==> config.mk <==
export PLATFORM = sky130hd
export DESIGN_NAME = uart_rx_fsm
export DESIGN_NICKNAME = d
export VERILOG_FILES = /design/src/rtl/uart_rx_fsm.sv
export SDC_FILE = /design/constraint.sdc
export NUM_CORES = 1
export LEC_CHECK = 0
export CORE_MARGIN = 2
export CORE_UTILIZATION = 42
export DETAILED_ROUTE_END_ITERATION = 10
export GPL_TIMING_DRIVEN = 0
export PLACE_DENSITY = 0.72
export SYNTH_ARGS = -nofsm -noshare
export SYNTH_HDL_FRONTEND = slang
export SYNTH_SLANG_ARGS = --single-unit
==> constraint.sdc <==
create_clock -name clk -period 3.1 [get_ports clk]
set_input_delay 0.93 -clock clk [delete_from_list [all_inputs] [get_ports clk]]
set_output_delay 0.93 -clock clk [all_outputs]
set_load 0.05 [all_outputs]
==> src/rtl/uart_rx_fsm.sv <==
// UART receive frame sequencer: start-bit detection, per-bit timing, deserializer
// strobes and start/parity/stop checking with byte-valid and error flags.
module uart_rx_fsm #(
    parameter int unsigned PRESCALE_W = 6
) (
    input  logic                  clk,
    input  logic                  rst,
    input  logic                  rx_in,
    input  logic [PRESCALE_W-1:0] prescale,
    input  logic                  par_en,
    input  logic                  par_typ,
    input  logic                  sampled_bit,
    output logic                  dat_samp_en,
    output logic [PRESCALE_W-1:0] edge_cnt,
    output logic [3:0]            bit_cnt,
    output logic                  deser_en,
    output logic                  data_valid,
    output logic                  par_err,
    output logic                  stp_err,
    output logic                  busy
);

    localparam int unsigned BIT_CNT_W = 4;
    localparam logic [BIT_CNT_W-1:0] LAST_BIT = BIT_CNT_W'(7);

    typedef enum logic [2:0] {
        IDLE   = 3'd0,
        START  = 3'd1,
        DATA   = 3'd2,
        PARITY = 3'd3,
        STOP   = 3'd4
    } state_t;

    state_t                state;
    state_t                state_nxt;
    logic [PRESCALE_W-1:0] presc_q;
    logic                  par_run;
    logic                  bit_end;

    assign bit_end     = (state != IDLE) && (edge_cnt == (presc_q - PRESCALE_W'(1)));
    assign busy        = (state != IDLE);
    assign dat_samp_en = (state != IDLE);

    // State register
    always_ff @(posedge clk) begin
        if (rst) begin
            state <= IDLE;
        end else begin
            state <= state_nxt;
        end
    end

    // Next state and the same-cycle deserializer strobe
    always_comb begin
        state_nxt = state;
        deser_en  = 1'b0;
        case (state)
            IDLE: begin
                if (!rx_in) state_nxt = START;
            end
            START: begin
                if (bit_end) state_nxt = sampled_bit ? IDLE : DATA;
            end
            DATA: begin
                if (bit_end) begin
                    deser_en = 1'b1;
                    if (bit_cnt == LAST_BIT) state_nxt = par_en ? PARITY : STOP;
                end
            end
            PARITY: begin
                if (bit_end) state_nxt = STOP;
            end
            STOP: begin
                if (bit_end) state_nxt = IDLE;
            end
            default: state_nxt = IDLE;
        endcase
    end

    // Bit timing, data bit index, running parity and frame status
    always_ff @(posedge clk) begin
        if (rst) begin
            presc_q    <= '0;
            edge_cnt   <= '0;
            bit_cnt    <= '0;
            par_run    <= 1'b0;
            data_valid <= 1'b0;
            par_err    <= 1'b0;
            stp_err    <= 1'b0;
        end else begin
            data_valid <= 1'b0;

            if (state == IDLE) begin
                if (!rx_in) begin
                    presc_q  <= prescale;
                    edge_cnt <= PRESCALE_W'(1);
                end else begin
                    edge_cnt <= '0;
                end
            end else if (bit_end) begin
                edge_cnt <= '0;
            end else begin
                edge_cnt <= edge_cnt + PRESCALE_W'(1);
            end

            if (bit_end) begin
                case (state)
                    START: begin
                        if (!sampled_bit) begin
                            bit_cnt <= '0;
                            par_run <= 1'b0;
                            par_err <= 1'b0;
                            stp_err <= 1'b0;
                        end
                    end
                    DATA: begin
                        par_run <= par_run ^ sampled_bit;
                        bit_cnt <= (bit_cnt == LAST_BIT) ? '0 : bit_cnt + BIT_CNT_W'(1);
                    end
                    PARITY: begin
                        par_err <= sampled_bit != (par_run ^ par_typ);
                    end
                    STOP: begin
                        stp_err    <= ~sampled_bit;
                        data_valid <= sampled_bit & ~par_err;
                    end
                    default: ;
                endcase
            end
        end
    end

endmodule

==> impl_results.html, run 1 <==
<table>
<tr><th>Metric</th><th>Value</th></tr>
<tr><th colspan="2">Floorplan</th></tr>
<tr><td>Std-Cell Core Area</td><td>2758 um2</td></tr>
<tr><td>Die Footprint</td><td>3345 um2</td></tr>
<tr><td>Chip Height</td><td>57.84 um</td></tr>
<tr><td>Number of standard-cell rows in the floorplan</td><td>19</td></tr>
<tr><td>Count of boundary I/O pins</td><td>28</td></tr>
<tr><td>Die X</td><td>57.84 um</td></tr>
<tr><td>Effective utilization at floorplan</td><td>44.15%</td></tr>
<tr><th colspan="2">Global route</th></tr>
<tr><td>Total GRT Usage</td><td>19.28%</td></tr>
<tr><td>Largest net degree at the start of global routing</td><td>14</td></tr>
<tr><td>First-pass GRT wire length</td><td>5057 um</td></tr>
<tr><td>Initial antenna violation count</td><td>0</td></tr>
<tr><td>Via count of the first global-routing pass</td><td>1174</td></tr>
<tr><td>Overflow left after global routing</td><td>0</td></tr>
<tr><th colspan="2">Final layout</th></tr>
<tr><td>Layout Cell Area excl Fill</td><td>1628 um2</td></tr>
<tr><td>Final core utilization</td><td>59.03%</td></tr>
<tr><td>Most used cells in the layout excluding fill and tap cells</td><td>26 x sky130_fd_sc_hd__clkdlybuf4s50_1, 22 x sky130_fd_sc_hd__nand2_1, 20 x sky130_fd_sc_hd__dfxtp_1</td></tr>
<tr><td>Ratio of cells with drive above 1 in the final layout</td><td>12.11%</td></tr>
<tr><td>Signed area change from the synthesized netlist to the final layout</td><td>33.71%</td></tr>
<tr><td>Commonest non-fill, non-tap cell in the layout</td><td>sky130_fd_sc_hd__clkdlybuf4s50_1</td></tr>
<tr><td>Number of nets in the layout</td><td>206</td></tr>
<tr><td>Post-route insts no fill</td><td>221</td></tr>
<tr><td>Number of antenna diodes</td><td>0</td></tr>
<tr><th colspan="2">Synth</th></tr>
<tr><td>Synthesized netlist net count</td><td>172</td></tr>
<tr><td>Synthesized area</td><td>1217 um2</td></tr>
<tr><td>Number of distinct library cells after synthesis</td><td>34</td></tr>
<tr><td>Syn Inst Count</td><td>157</td></tr>
<tr><td>Post-synth EDFFs</td><td>0</td></tr>
<tr><td>Number of register bits inferred by synthesis</td><td>23</td></tr>
<tr><td>Share of flip-flops with an asynchronous set or reset after synthesis</td><td>0%</td></tr>
<tr><td>Main synth FF type</td><td>sky130_fd_sc_hd__dfxtp_1</td></tr>
<tr><td>Sequential fraction of the synthesis area</td><td>37.82%</td></tr>
<tr><td>Post-synthesis average cell area</td><td>7.754 um2</td></tr>
<tr><td>Warnings, synthesis</td><td>0</td></tr>
<tr><th colspan="2">Timing</th></tr>
<tr><td>Post-layout minimum cycle time</td><td>3.035 ns</td></tr>
<tr><td>Unrepaired setup endpoints after global routing</td><td>true</td></tr>
<tr><td>Period utilisation layout</td><td>97.91%</td></tr>
<tr><td>Clock Skew</td><td>0.004553 ns</td></tr>
<tr><td>Max frequency</td><td>0.3295 GHz</td></tr>
<tr><td>Worst hold margin</td><td>0.4831 ns</td></tr>
<tr><td>Final Hold Fails</td><td>0</td></tr>
<tr><td>Final number of setup-violating endpoints</td><td>0</td></tr>
<tr><td>Actual slew at the worst max-slew pin</td><td>0.4948 ns</td></tr>
<tr><td>Final Slew Violations</td><td>0</td></tr>
<tr><td>Worst slew margin relative to its limit</td><td>66.91%</td></tr>
<tr><td>Setup TNS</td><td>0 ns</td></tr>
<tr><th colspan="2">Worst setup path</th></tr>
<tr><td>Worst setup path category</td><td>flop to output pin</td></tr>
<tr><td>Worst EP required</td><td>2.17 ns</td></tr>
<tr><td>Source of the critical timing path</td><td>presc_q[0]$_SDFFE_PP0P_</td></tr>
<tr><td>Worst setup path endpoint</td><td>deser_en</td></tr>
<tr><td>Worst Reg-to-Reg Cells</td><td>9</td></tr>
<tr><td>Highest fanout seen on the critical path</td><td>4</td></tr>
<tr><td>Setup crit end kind</td><td>output pin</td></tr>
<tr><td>Worst reg2reg setup slack</td><td>0.53 ns</td></tr>
<tr><td>Crit path DAT</td><td>2.11 ns</td></tr>
<tr><td>Reg2reg start</td><td>presc_q[0]$_SDFFE_PP0P_</td></tr>
<tr><td>Capture instance of the worst register-to-register path</td><td>bit_cnt[3]$_SDFFE_PP0P_</td></tr>
<tr><td>Nature of the critical path startpoint</td><td>flop</td></tr>
<tr><th colspan="2">Drt</th></tr>
<tr><td>Number of detailed-route iterations in the first pass</td><td>5</td></tr>
<tr><td>DR vias</td><td>1216</td></tr>
<tr><td>Post-detailed-route count of antenna-violating nets</td><td>0</td></tr>
<tr><td>DRC</td><td>0</td></tr>
<tr><td>Vias per cell</td><td>5.502</td></tr>
<tr><td>Final WL</td><td>2864 um</td></tr>
<tr><td>Post-DR wirelength/cell</td><td>12.96 um</td></tr>
<tr><td>Starting DRC count in detailed routing</td><td>50</td></tr>
<tr><th colspan="2">Pwr</th></tr>
<tr><td>Largest vdd supply drop</td><td>0.0003191 V</td></tr>
<tr><td>Reported leakage power</td><td>0.5619 nW</td></tr>
<tr><td>Power density normalized to cell area</td><td>355.0 nW/um2</td></tr>
<tr><th colspan="2">Clock network</th></tr>
<tr><td>Number of buffers added by the clock tree synthesis step</td><td>3</td></tr>
<tr><td>TritonCTS clock tree</td><td>yes</td></tr>
<tr><td>Clock Latency Late Sink</td><td>0.31 ns</td></tr>
<tr><td>Clock sink total</td><td>23</td></tr>
<tr><td>H-tree levels</td><td>1</td></tr>
<tr><td>Buffer levels on the longest clock path</td><td>2</td></tr>
<tr><td>Clock Root Buffer</td><td>sky130_fd_sc_hd__clkbuf_4</td></tr>
<tr><td>Clock-pin slew reported for the worst setup and hold paths after clock tree synthesis</td><td>0.13 ns</td></tr>
<tr><th colspan="2">Placed design</th></tr>
<tr><td>Port buffer count</td><td>27</td></tr>
<tr><td>Instance area at placement</td><td>1540 um2</td></tr>
<tr><td>HPWL after detailed placement</td><td>2196 um</td></tr>
<tr><td>Inst Count DP</td><td>215</td></tr>
<tr><td>Final weighted congestion of routability-driven global placement</td><td>0.8572</td></tr>
<tr><th colspan="2">Run status</th></tr>
<tr><td>Result of the run</td><td>complete, no violations</td></tr>
<tr><th colspan="2">Worst hold path</th></tr>
<tr><td>Critical hold path startpoint</td><td>presc_q[5]$_SDFFE_PP0P_</td></tr>
<tr><td>Class of the most critical hold timing path</td><td>flop to flop</td></tr>
<tr><th colspan="2">Job</th></tr>
<tr><td>Max-capacitance violation count</td><td>0</td></tr>
</table>
[flip-flops by register name (all words and copies together) (netlist names)]
signal and cells:
par_err 1, bit_cnt 4, data_valid 1, edge_cnt 6, presc_q 6, par_run 1
stp_err 1, state 3
[stage by stage]
stage	total power, W	setup WS (ns)
finish	0.0005779	0.06465
global route	0.0006132	-0.05970
CTS	0.0005814	-0.06287
detailed placement	0.0004385	-0.9134
global placement	0.0004353	-0.8256
floorplan	0.0003994	0.07482
[cells in the mapped netlist, types with 3 or more instances]
master | n | share of area, %
sky130_fd_sc_hd__dfxtp_1 | 23 | 38
sky130_fd_sc_hd__nand2_1 | 22 | 6.8
sky130_fd_sc_hd__nor2_1 | 18 | 5.5
sky130_fd_sc_hd__a21oi_1 | 15 | 6.2
sky130_fd_sc_hd__nand3_1 | 12 | 4.9
sky130_fd_sc_hd__inv_1 | 9 | 2.8
sky130_fd_sc_hd__xnor2_1 | 8 | 5.8
sky130_fd_sc_hd__xor2_1 | 5 | 3.6
sky130_fd_sc_hd__clkbuf_1 | 4 | 1.2
sky130_fd_sc_hd__nor3_1 | 4 | 1.6
sky130_fd_sc_hd__ha_1 | 3 | 3.1
sky130_fd_sc_hd__o21ai_0 | 3 | 1.2
sky130_fd_sc_hd__o32ai_1 | 3 | 2.2
sky130_fd_sc_hd__or3_1 | 3 | 1.5
[cell families (layout without fill, tap and decap cells)]
kind of cell               Yosys count  after routing  synth area share [%]
and+or+nand+nor                     73             73                 28.88
AOI/OAI and AO/OA                   28             28                 14.08
DFF                                 23             23                 37.82
buffers and inverters               15             48                 5.035
xor gates and xnor gates            13             13                 9.353
adders and majority gates            3              3                 3.084
muxes                                2              2                 1.747
[layout make-up]
| class | instances | area (um2) |
|---|---|---|
| flip-flops and latches | 23 | 466.7 |
| clock inverters | 1 | 5.005 |
| well taps | 31 | 38.79 |
| plain buffers | 6 | 27.53 |
| clock buffers | 3 | 22.52 |
| repair buffers | 29 | 290.3 |
| fillers | 262 | 1130 |
| multi-input cells | 119 | 737.0 |
| inverters | 9 | 40.04 |
[critical path: stages (launching register included)]
cell and delay, ns:
sky130_fd_sc_hd__dfxtp_4 0.40, sky130_fd_sc_hd__inv_4 0.04, sky130_fd_sc_hd__ha_4 0.15, sky130_fd_sc_hd__and2_4 0.16, sky130_fd_sc_hd__o21a_1 0.18, sky130_fd_sc_hd__o31a_1 0.28, sky130_fd_sc_hd__nor4_4 0.19, sky130_fd_sc_hd__nand3_2 0.15
sky130_fd_sc_hd__clkinvlp_4 0.12, sky130_fd_sc_hd__buf_8 0.14
[per-layer routing]
layer,track usage (%),vias up,part of all wire [%]
met5,0,-,0
met4,8.638,0,2.0
met3,3.348,9,4.8
met2,31.49,42,48
met1,24.90,560,45
li1,-,605,-
[repair_timing]
item / in CTS / in global routing
setup buffers: 2 / 0
resized for setup: 11 / 8
pin swaps: 1 / 0
hold endpoints to repair: 0 / 0
cloned: 0 / 0
endpoints found under the setup margin: 2 / 1
hold buffers: 0 / 0
[how the worst min path moves through the flow]
stage	to	slack [ns]	depth (start not counted)
after global routing	presc_q[5]$_SDFFE_PP0P_	0.52	2
after floorplan	presc_q[1]$_SDFFE_PP0P_	0.44	2
final	presc_q[5]$_SDFFE_PP0P_	0.48	2
after detailed placement	presc_q[5]$_SDFFE_PP0P_	0.47	2
after CTS	presc_q[5]$_SDFFE_PP0P_	0.49	2
after global placement	presc_q[1]$_SDFFE_PP0P_	0.46	2
[report_power, final]
| group | total, W | switching [W] | internal, W |
|---|---|---|---|
| Combinational | 0.000123 | 0.0000697 | 0.0000533 |
| Sequential | 0.000315 | 0.0000115 | 0.000304 |
| Clock | 0.000140 | 0.0000915 | 0.0000483 |
| Total | 0.000578 | 0.000173 | 0.000405 |
Note: power is estimated with default switching activity, not from simulation.
==> run 2: changes to the inputs <==
--- a/config.mk
+++ b/config.mk
@@ -10,6 +10,7 @@
 export DETAILED_ROUTE_END_ITERATION = 10
 export GPL_TIMING_DRIVEN = 0
 export PLACE_DENSITY = 0.72
+export SETUP_SLACK_MARGIN = 0.4
 export SYNTH_ARGS = -nofsm -noshare
 export SYNTH_HDL_FRONTEND = slang
 export SYNTH_SLANG_ARGS = --single-unit
==> run 2 against run 1 <==
Sequential share of layout area decreased by 0.46 points. Clock skew grew 0.0014 ns. Power up 2.1%. Clock power rose by 4%. Critical path type unchanged. Largest power group unchanged.
==> impl_results.html, run 2 (same netlist as run 1, synthesis figures left out) <==
<table>
<tr><th>Metric</th><th>Value</th></tr>
<tr><th colspan="2">Floorplan</th></tr>
<tr><td>Chip Height</td><td>57.84 um (unchanged)</td></tr>
<tr><td>Count of boundary I/O pins</td><td>28 (unchanged)</td></tr>
<tr><td>Die X</td><td>57.84 um (unchanged)</td></tr>
<tr><td>Number of standard-cell rows in the floorplan</td><td>19 (unchanged)</td></tr>
<tr><td>Die Footprint</td><td>3345 um2 (unchanged)</td></tr>
<tr><td>Std-Cell Core Area</td><td>2758 um2 (unchanged)</td></tr>
<tr><td>Effective utilization at floorplan</td><td>44.15% (unchanged)</td></tr>
<tr><th colspan="2">Drt</th></tr>
<tr><td>Post-detailed-route count of antenna-violating nets</td><td>0 (unchanged)</td></tr>
<tr><td>Vias per cell</td><td>5.383 (-2.2%)</td></tr>
<tr><td>Starting DRC count in detailed routing</td><td>81 (+62%)</td></tr>
<tr><td>DRC</td><td>0 (unchanged)</td></tr>
<tr><td>DR vias</td><td>1195 (-1.7%)</td></tr>
<tr><td>Number of detailed-route iterations in the first pass</td><td>4 (-1)</td></tr>
<tr><td>Post-DR wirelength/cell</td><td>12.92 um (-0.31%)</td></tr>
<tr><td>Final WL</td><td>2868 um (+0.14%)</td></tr>
<tr><th colspan="2">Worst setup path</th></tr>
<tr><td>Worst reg2reg setup slack</td><td>0.55 ns (+0.02 ns)</td></tr>
<tr><td>Capture instance of the worst register-to-register path</td><td>bit_cnt[3]$_SDFFE_PP0P_</td></tr>
<tr><td>Setup crit end kind</td><td>output pin</td></tr>
<tr><td>Worst EP required</td><td>2.17 ns (about the same)</td></tr>
<tr><td>Worst setup path category</td><td>flop to output pin</td></tr>
<tr><td>Buf+Inv Stages, Crit Path</td><td>3 (unchanged)</td></tr>
<tr><td>Nature of the critical path startpoint</td><td>flop</td></tr>
<tr><td>Highest fanout seen on the critical path</td><td>3 (-1)</td></tr>
<tr><td>Crit path DAT</td><td>2.08 ns (-0.03 ns)</td></tr>
<tr><td>Family of cells with the greatest summed delay on the critical path</td><td>simple AND/OR/NAND/NOR gates</td></tr>
<tr><td>Delay of the slowest critical-path stage</td><td>0.35 ns (-0.05 ns)</td></tr>
<tr><td>Most Frequent Cell on Critical Path</td><td>sky130_fd_sc_hd__nor4_4</td></tr>
<tr><td>Worst Reg-to-Reg Cells</td><td>9 (unchanged)</td></tr>
<tr><td>Reg2reg start</td><td>presc_q[0]$_SDFFE_PP0P_</td></tr>
<tr><td>Crit-path cells</td><td>buf_6 &gt; or2_4 &gt; nor4_4 &gt; xnor2_2 &gt; nor4_4 &gt; nand3_2 &gt; clkinvlp_4 &gt; buf_8</td></tr>
<tr><td>Slowest library cell on the worst path</td><td>sky130_fd_sc_hd__dfxtp_2</td></tr>
<tr><th colspan="2">Timing</th></tr>
<tr><td>Max frequency</td><td>0.3321 GHz (+0.82%)</td></tr>
<tr><td>Actual slew at the worst max-slew pin</td><td>0.5043 ns (+0.009504 ns)</td></tr>
<tr><td>Final number of setup-violating endpoints</td><td>0 (unchanged)</td></tr>
<tr><td>Final Hold Fails</td><td>0 (unchanged)</td></tr>
<tr><td>Post-layout minimum cycle time</td><td>3.011 ns (-0.02457 ns)</td></tr>
<tr><td>Worst slew margin relative to its limit</td><td>66.27% (-0.64 points)</td></tr>
<tr><td>Unrepaired setup endpoints after global routing</td><td>true</td></tr>
<tr><td>Clock Skew</td><td>0.005913 ns (+0.001359 ns)</td></tr>
<tr><td>Period utilisation layout</td><td>97.12% (-0.79 points)</td></tr>
<tr><td>Final Slew Violations</td><td>0 (unchanged)</td></tr>
<tr><th colspan="2">Final layout</th></tr>
<tr><td>Number of antenna diodes</td><td>0 (unchanged)</td></tr>
<tr><td>Post-route insts no fill</td><td>222 (+0.45%)</td></tr>
<tr><td>Ratio of cells with drive above 1 in the final layout</td><td>14.14% (+2.0 points)</td></tr>
<tr><td>Total of fill cells in the finished design</td><td>247 (-5.7%)</td></tr>
<tr><td>Number of nets in the layout</td><td>207 (+0.49%)</td></tr>
<tr><td>Signed area change from the synthesized netlist to the final layout</td><td>35.15%</td></tr>
<tr><td>Sequential Area</td><td>464.2 um2 (-0.54%)</td></tr>
<tr><td>Largest registers</td><td>edge_cnt x6, presc_q x6, bit_cnt x4</td></tr>
<tr><td>Area taken by multi-input logic gates</td><td>754.5 um2 (+2.4%)</td></tr>
<tr><td>Commonest non-fill, non-tap cell in the layout</td><td>sky130_fd_sc_hd__clkdlybuf4s50_1</td></tr>
<tr><td>Final core utilization</td><td>59.66% (+0.64 points)</td></tr>
<tr><td>Most used cells in the layout excluding fill and tap cells</td><td>24 x sky130_fd_sc_hd__clkdlybuf4s50_1, 22 x sky130_fd_sc_hd__nand2_1, 20 x sky130_fd_sc_hd__dfxtp_1</td></tr>
<tr><th colspan="2">Placed design</th></tr>
<tr><td>Inst Count DP</td><td>215 (unchanged)</td></tr>
<tr><td>Final weighted congestion of routability-driven global placement</td><td>0.8401 (-2.0%)</td></tr>
<tr><td>Port buffer count</td><td>27 (unchanged)</td></tr>
<tr><td>HPWL after detailed placement</td><td>2173 um (-1.1%)</td></tr>
<tr><th colspan="2">Worst hold path</th></tr>
<tr><td>Critical hold path startpoint</td><td>presc_q[1]$_SDFFE_PP0P_</td></tr>
<tr><td>Min-Delay Path Depth</td><td>2 (unchanged)</td></tr>
<tr><td>Class of the most critical hold timing path</td><td>flop to flop</td></tr>
<tr><td>Worst Hold Endpoint</td><td>presc_q[1]$_SDFFE_PP0P_</td></tr>
<tr><th colspan="2">Clock network</th></tr>
<tr><td>Clock sink total</td><td>23 (unchanged)</td></tr>
<tr><td>H-tree levels</td><td>1 (unchanged)</td></tr>
<tr><td>Cts-stage hold buffer count</td><td>0 (unchanged)</td></tr>
<tr><td>Clock-pin slew reported for the worst setup and hold paths after clock tree synthesis</td><td>0.13 ns (about the same)</td></tr>
<tr><td>TritonCTS clock tree</td><td>yes</td></tr>
<tr><td>Clock Latency Late Sink</td><td>0.32 ns (about the same)</td></tr>
<tr><td>Number of buffers added by the clock tree synthesis step</td><td>3 (unchanged)</td></tr>
<tr><td>Buffer levels on the longest clock path</td><td>2 (unchanged)</td></tr>
<tr><td>Clock Root Buffer</td><td>sky130_fd_sc_hd__clkbuf_4</td></tr>
<tr><th colspan="2">Global route</th></tr>
<tr><td>Overflow left after global routing</td><td>0 (unchanged)</td></tr>
<tr><td>Met1 Track Usage GR</td><td>24.69% (-0.21 points)</td></tr>
<tr><td>Largest net degree at the start of global routing</td><td>14 (unchanged)</td></tr>
<tr><td>Met3 track utilization from global routing</td><td>2.679% (-0.67 points)</td></tr>
<tr><td>Initial antenna violation count</td><td>0 (unchanged)</td></tr>
<tr><td>First-pass GRT wire length</td><td>4836 um (-4.4%)</td></tr>
<tr><td>Gr busiest metal</td><td>met2</td></tr>
<tr><td>Met2 demand-to-capacity share in global routing</td><td>29.87% (-1.6 points)</td></tr>
<tr><td>Total GRT Usage</td><td>18.24% (-1.0 points)</td></tr>
<tr><td>Via count of the first global-routing pass</td><td>1081 (-7.9%)</td></tr>
<tr><th colspan="2">Job</th></tr>
<tr><td>Max-capacitance violation count</td><td>0 (unchanged)</td></tr>
<tr><th colspan="2">Pwr</th></tr>
<tr><td>Reported leakage power</td><td>0.5835 nW (+3.8%)</td></tr>
<tr><td>Largest vdd supply drop</td><td>0.0002134 V (-33%)</td></tr>
<tr><td>Power density normalized to cell area</td><td>358.7 nW/um2 (+1.0%)</td></tr>
<tr><th colspan="2">Run status</th></tr>
<tr><td>Result of the run</td><td>complete, no violations</td></tr>
</table>
run 2: worst max path at each step:
stage,startpoint,to,slack [ns],cells past startpoint
2_1_floorplan,presc_q[0]$_SDFFE_PP0P_,deser_en,0.33,8
3_3_place_gp,presc_q[0]$_SDFFE_PP0P_,deser_en,-0.52,9
3_5_place_dp,presc_q[0]$_SDFFE_PP0P_,deser_en,-0.53,9
4_1_cts,presc_q[1]$_SDFFE_PP0P_,deser_en,-0.03,9
5_1_grt,presc_q[0]$_SDFFE_PP0P_,deser_en,-0.04,8
6_report,presc_q[0]$_SDFFE_PP0P_,deser_en,0.09,8
run 2: tightest hold or removal path, cell delays in order, from the launching register on:
cell and delay (ns):
sky130_fd_sc_hd__dfxtp_2 0.35, sky130_fd_sc_hd__nand2_1 0.05, sky130_fd_sc_hd__a21oi_1 0.05
run 2: layout make-up:
cell class | count | share of cell area [%]
multi-input cells | 119 | 45.86
flip-flops and latches | 23 | 28.21
repair buffers | 30 | 17.95
well taps | 31 | 2.357
inverters | 9 | 2.281
plain buffers | 6 | 1.673
clock buffers | 3 | 1.369
clock inverters | 1 | 0.3042
run 2: routing by layer:
layer | vias up | part of all wire [%]
li1 | 611 | -
met1 | 545 | 47
met2 | 32 | 47
met3 | 7 | 4.6
met4 | 0 | 1.4
met5 | - | 0
run 2: power by group:
part	switching (W)	internal, W	total [W]
Sequential	0.0000122	0.000304	0.000316
Combinational	0.0000714	0.0000569	0.000128
Clock	0.0000972	0.0000483	0.000146
run 2: repair_timing:
action | in CTS | in global routing
endpoints found under the setup margin | 3 | 2
pin swaps | 3 | 1
resized for setup | 12 | 7
setup buffers | 3 | 0
run 2: metrics by stage:
step	hold slack [ns]	cell area (um2)	worst slack, ns	setup TNS (ns)	power [W]
2_1_floorplan	0.4395	1254	0.3263	0	0.0004024
3_3_place_gp	0.4497	1563	-0.5231	-0.5231	0.0004386
3_5_place_dp	0.4483	1563	-0.5285	-0.5285	0.0004417
4_1_cts	0.4743	1620	-0.02942	-0.02942	0.0005861
5_1_grt	0.5126	1645	-0.03901	-0.03901	0.0006228
6_report	0.4768	1645	0.08922	0	0.0005902
==> edit 1 (config.mk and constraints of run 2) <==
`PRESCALE_W`: 6 -> 12.
--- a/src/rtl/uart_rx_fsm.sv
+++ b/src/rtl/uart_rx_fsm.sv
@@ -3,3 +3,3 @@
 module uart_rx_fsm #(
-    parameter int unsigned PRESCALE_W = 6
+    parameter int unsigned PRESCALE_W = 12
 ) (
Interface: changed (resized edge_cnt and prescale); port bits go from 28 to 40. No check against the original RTL was run, so the function may have changed too.
==> edit 1 against run 2 <==
The run now ends with negative setup slack left; design area is 69% higher; sequential cell count is 12 higher; total power is 77% higher; wire length is 71% higher; count of clock-buffer cells in the layout is 4 higher; area after synthesis is 59% higher; setup slack worse by 0.66 ns; register-to-register slack worse by 0.39 ns; critical endpoint unchanged.
==> edit 1: results (changes against run 2) <==
[metrics] outcome: finished with violations (was completed)
[metrics] failing checks: negative setup slack
[metrics] post-synthesis instance total: 249 (was 157)
[metrics] wire length of the first global-routing pass: 7.75 mm (was 4.84 mm)
[metrics] crit-path max cell delay: 0.51 ns (was 0.35 ns)
[metrics] # setup viols final: 1 (was 0)
[metrics] setup slack after layout: -0.573 ns (was 0.0892 ns)
[metrics] crit path DAT: 2.74 ns (was 2.08 ns)
[metrics] Post-Route M1 WL: 2.28 mm (was 1.34 mm)
[metrics] Tot GR Track Use: 0.191 (was 0.182)
[metrics] Synth cell types: 44 (was 34)
[metrics] mux share of post-synthesis cell area: 0.00518 (was 0.0175)
[metrics] initial detailed-routing violation count: 117 (was 81)
[metrics] Placer Congestion: 0.811 (was 0.840)
[metrics] Least-Margin Pin Slew: 0.651 ns (was 0.504 ns)
[metrics] latest clock arrival within the worst-skew pair: 0.29 ns (was 0.32 ns)
[metrics] final wirelength: 4.91 mm (was 2.87 mm)
[metrics] Post-Route Skew: 0.00600 ns (was 0.00591 ns)
[metrics] via count of the first global-routing pass: 1619 (was 1081)
[metrics] standard cell area after detailed placement: 0.00239 sq mm (was 0.00156 sq mm)
[metrics] xor/xnor share of the synthesized area: 0.113 (was 0.0935)
[metrics] Post-layout nets: 327 (was 207)
[metrics] fraction of met2 tracks used by global routing: 0.261 (was 0.299)
[metrics] Worst Hold Endpoint: presc_q[11]$_SDFFE_PP0P_ (was presc_q[1]$_SDFFE_PP0P_)
[metrics] dpl ws: -1.00 ns (was -0.529 ns)
[metrics] clock transition time at the flip-flop clock pins of the worst setup and hold paths: 0.07 ns (was 0.13 ns)
[edit 1: changes by cell type in the layout (fill, tap and decap cells not counted), sizes merged, moves of 6 or more]
cell,change
o21ai,+7
xor2,+6
nor2,+9
dfxtp,+12
a21oi,+6
xnor2,+6
nand2,+12
buf,+12
clkbuf,+12
clkdlybuf4s50,+10
[edit 1: power groups by stage]
stage | combinational (mW) | sequential (mW) | clock [mW]
final | 0.239 | 0.487 | 0.320
after detailed placement | 0.199 | 0.495 | 0
after floorplan | 0.138 | 0.497 | 0
after CTS | 0.208 | 0.486 | 0.323
after global routing | 0.260 | 0.489 | 0.348
after global placement | 0.197 | 0.495 | 0
[edit 1: cell type report]
cell class / count / area share
multi-input combinational: 192 / 0.468
sequential: 35 / 0.255
timing repair buffer: 50 / 0.173
buffer: 16 / 0.0432
clock buffer: 7 / 0.0275
tap: 52 / 0.0234
inverter: 6 / 0.00810
clock inverter: 1 / 0.00180
==> edit 2 (flow settings as in run 2) <==
Made on the original files. One comparison of `bit_cnt` changes from == to >=.
--- a/src/rtl/uart_rx_fsm.sv
+++ b/src/rtl/uart_rx_fsm.sv
@@ -117,3 +117,3 @@
                         par_run <= par_run ^ sampled_bit;
-                        bit_cnt <= (bit_cnt == LAST_BIT) ? '0 : bit_cnt + BIT_CNT_W'(1);
+                        bit_cnt <= (bit_cnt >= LAST_BIT) ? '0 : bit_cnt + BIT_CNT_W'(1);
                     end
Behaviour: no difference found for any inputs over 10 cycles, from zero or initial values and one cycle with rst high; that may be too few to reach the edited logic, so the function may still have changed.
==> edit 2 against run 2 <==
Sequential cell count is the same; critical path type unchanged; hold slack gained 0.025 ns; sequential share of layout area shrank 3.2 points; wire length grew 19%; design area grew 16%; first-iteration DRC count shrank 43%; setup slack lost 0.038 ns; count of clock-buffer cells in the layout grew 1; area after synthesis grew 19%.
Power is not compared: it rests on default switching activity, and its combinational part moved more than twofold at a synthesized area within 25%.
==> edit 2: results (changes against run 2) <==
[metrics] outcome: completed (unchanged)
[metrics] Area contributors post-synth: sky130_fd_sc_hd__dfxtp_1 32%, sky130_fd_sc_hd__mux2i_1 4.9%, sky130_fd_sc_hd__clkbuf_8 4.8% (was sky130_fd_sc_hd__dfxtp_1 38%, sky130_fd_sc_hd__nand2_1 6.8%, sky130_fd_sc_hd__a21oi_1 6.2%)
[metrics] fin cells: 231 (was 222)
[metrics] max_slew headroom: 0.337 (was 0.663)
[metrics] Placer Congestion: 0.893 (was 0.840)
[metrics] sequential fraction of the synthesis area: 0.319 (was 0.378)
[metrics] Tot GR Track Use: 0.181 (was 0.182)
[metrics] Post-Route M1 WL: 1.48 mm (was 1.34 mm)
[metrics] via count of the first global-routing pass: 1222 (was 1081)
[metrics] wire length of the first global-routing pass: 5.64 mm (was 4.84 mm)
[metrics] initial detailed-routing violation count: 46 (was 81)
[metrics] post-synthesis instance total: 149 (was 157)
[metrics] proportion of layout cells with a drive suffix above 1: 0.292 (was 0.141)
[metrics] latest clock arrival within the worst-skew pair: 0.32 ns (about the same)
[metrics] crit-path max FO: 4 (was 3)
[metrics] mux share of post-synthesis cell area: 0.0563 (was 0.0175)
[metrics] post-synthesis adder-cell area fraction: 0.0260 (was 0.0308)
[metrics] minimum setup slack among reg-to-reg paths: 0.98 ns (was 0.55 ns)
[metrics] Compound-Gate Fraction of Synth Area: 0.173 (was 0.141)
[metrics] met2 wire len: 1.73 mm (was 1.35 mm)
[metrics] Detail Route met3 WL: 163 um (was 132 um)
[metrics] xor/xnor share of the synthesized area: 0.0901 (was 0.0935)
[metrics] Post-layout nets: 201 (was 207)
[metrics] crit-path max cell delay: 0.50 ns (was 0.35 ns)
[metrics] Synthesized Nets: 164 (was 172)
[metrics] highest clock frequency the design can meet: 328 MHz (was 332 MHz)
[metrics] maximum number of pins on one net before global-route repair: 13 (was 14)
[metrics] standard cell area after detailed placement: 0.00181 sq mm (was 0.00156 sq mm)
[metrics] count of buffers from port buffering: 26 (was 27)
[metrics] top cells by instance count after synthesis: 23 x sky130_fd_sc_hd__dfxtp_1, 15 x sky130_fd_sc_hd__nor2_1, 7 x sky130_fd_sc_hd__inv_1, 7 x sky130_fd_sc_hd__mux2i_1, 7 x sky130_fd_sc_hd__xor2_1 (was 23 x sky130_fd_sc_hd__dfxtp_1, 22 x sky130_fd_sc_hd__nand2_1, 18 x sky130_fd_sc_hd__nor2_1)
[metrics] largest delay contributor family on the critical path: simple AND/OR/NAND/NOR gates (unchanged)
[metrics] total number of vias: 1252 (was 1195)
[metrics] post-placement cell count: 221 (was 215)
[metrics] Slowest-stage cell, CP: sky130_fd_sc_hd__or4_4 (was sky130_fd_sc_hd__dfxtp_2)
[metrics] final wirelength: 3.41 mm (was 2.87 mm)
[metrics] R2R cell count: 7 (was 9)
[metrics] Post-Route Skew: 0.00735 ns (was 0.00591 ns)
[metrics] Synth cell types: 56 (was 34)
[metrics] H-tree lvl count: 1 (unchanged)
[metrics] CTS resizes: 13 (was 12)
edit 2: cell types whose count changed in the layout (fill, tap and decap cells not counted), sizes merged, moves of 3 or more:
cell	change
nand3	-10
nor4	+4
a21oi	-9
mux2i	+6
o31ai	+3
nand2	-16
buf	+4
clkbuf	+3
edit 2: worst min-delay path, cell delays in order, from the launching register on:
cell	delay, ns
sky130_fd_sc_hd__dfxtp_1	0.34
sky130_fd_sc_hd__nand2_1	0.06
sky130_fd_sc_hd__o32ai_1	0.07
edit 2: metal layers:
metal,vias to the layer above,track usage
li1,622,-
met1,588,0.211
met2,37,0.328
met3,5,0.0378
met4,0,0.0583
met5,-,0
edit 2: cell type report:
class	count	area [sq um]
inverters	7	26.3
clock buffers	4	26.3
repair buffers	32	302
well taps	46	57.6
flip-flops and latches	23	477
fillers	308	1410
multi-input cells	110	910
plain buffers	9	108
edit 2: worst min-delay path by stage:
stage                    startpoint              endpoint  slack (ns)
2_1_floorplan  par_run$_SDFFE_PP0P_  par_run$_SDFFE_PP0P_        0.46
5_1_grt        par_err$_SDFFE_PP0P_  par_err$_SDFFE_PP0P_        0.54
3_3_place_gp   par_err$_SDFFE_PP0P_  par_err$_SDFFE_PP0P_        0.47
6_report       par_err$_SDFFE_PP0P_  par_err$_SDFFE_PP0P_        0.50
4_1_cts        par_err$_SDFFE_PP0P_  par_err$_SDFFE_PP0P_        0.51
3_5_place_dp   par_err$_SDFFE_PP0P_  par_err$_SDFFE_PP0P_        0.48
edit 2: power breakdown:
part / total [mW] / internal, mW / switching (mW)
Sequential: 0.366 / 0.329 / 0.0372
Combinational: 0.616 / 0.259 / 0.356
Clock: 0.141 / 0.0504 / 0.0904
Total: 1.12 / 0.638 / 0.484
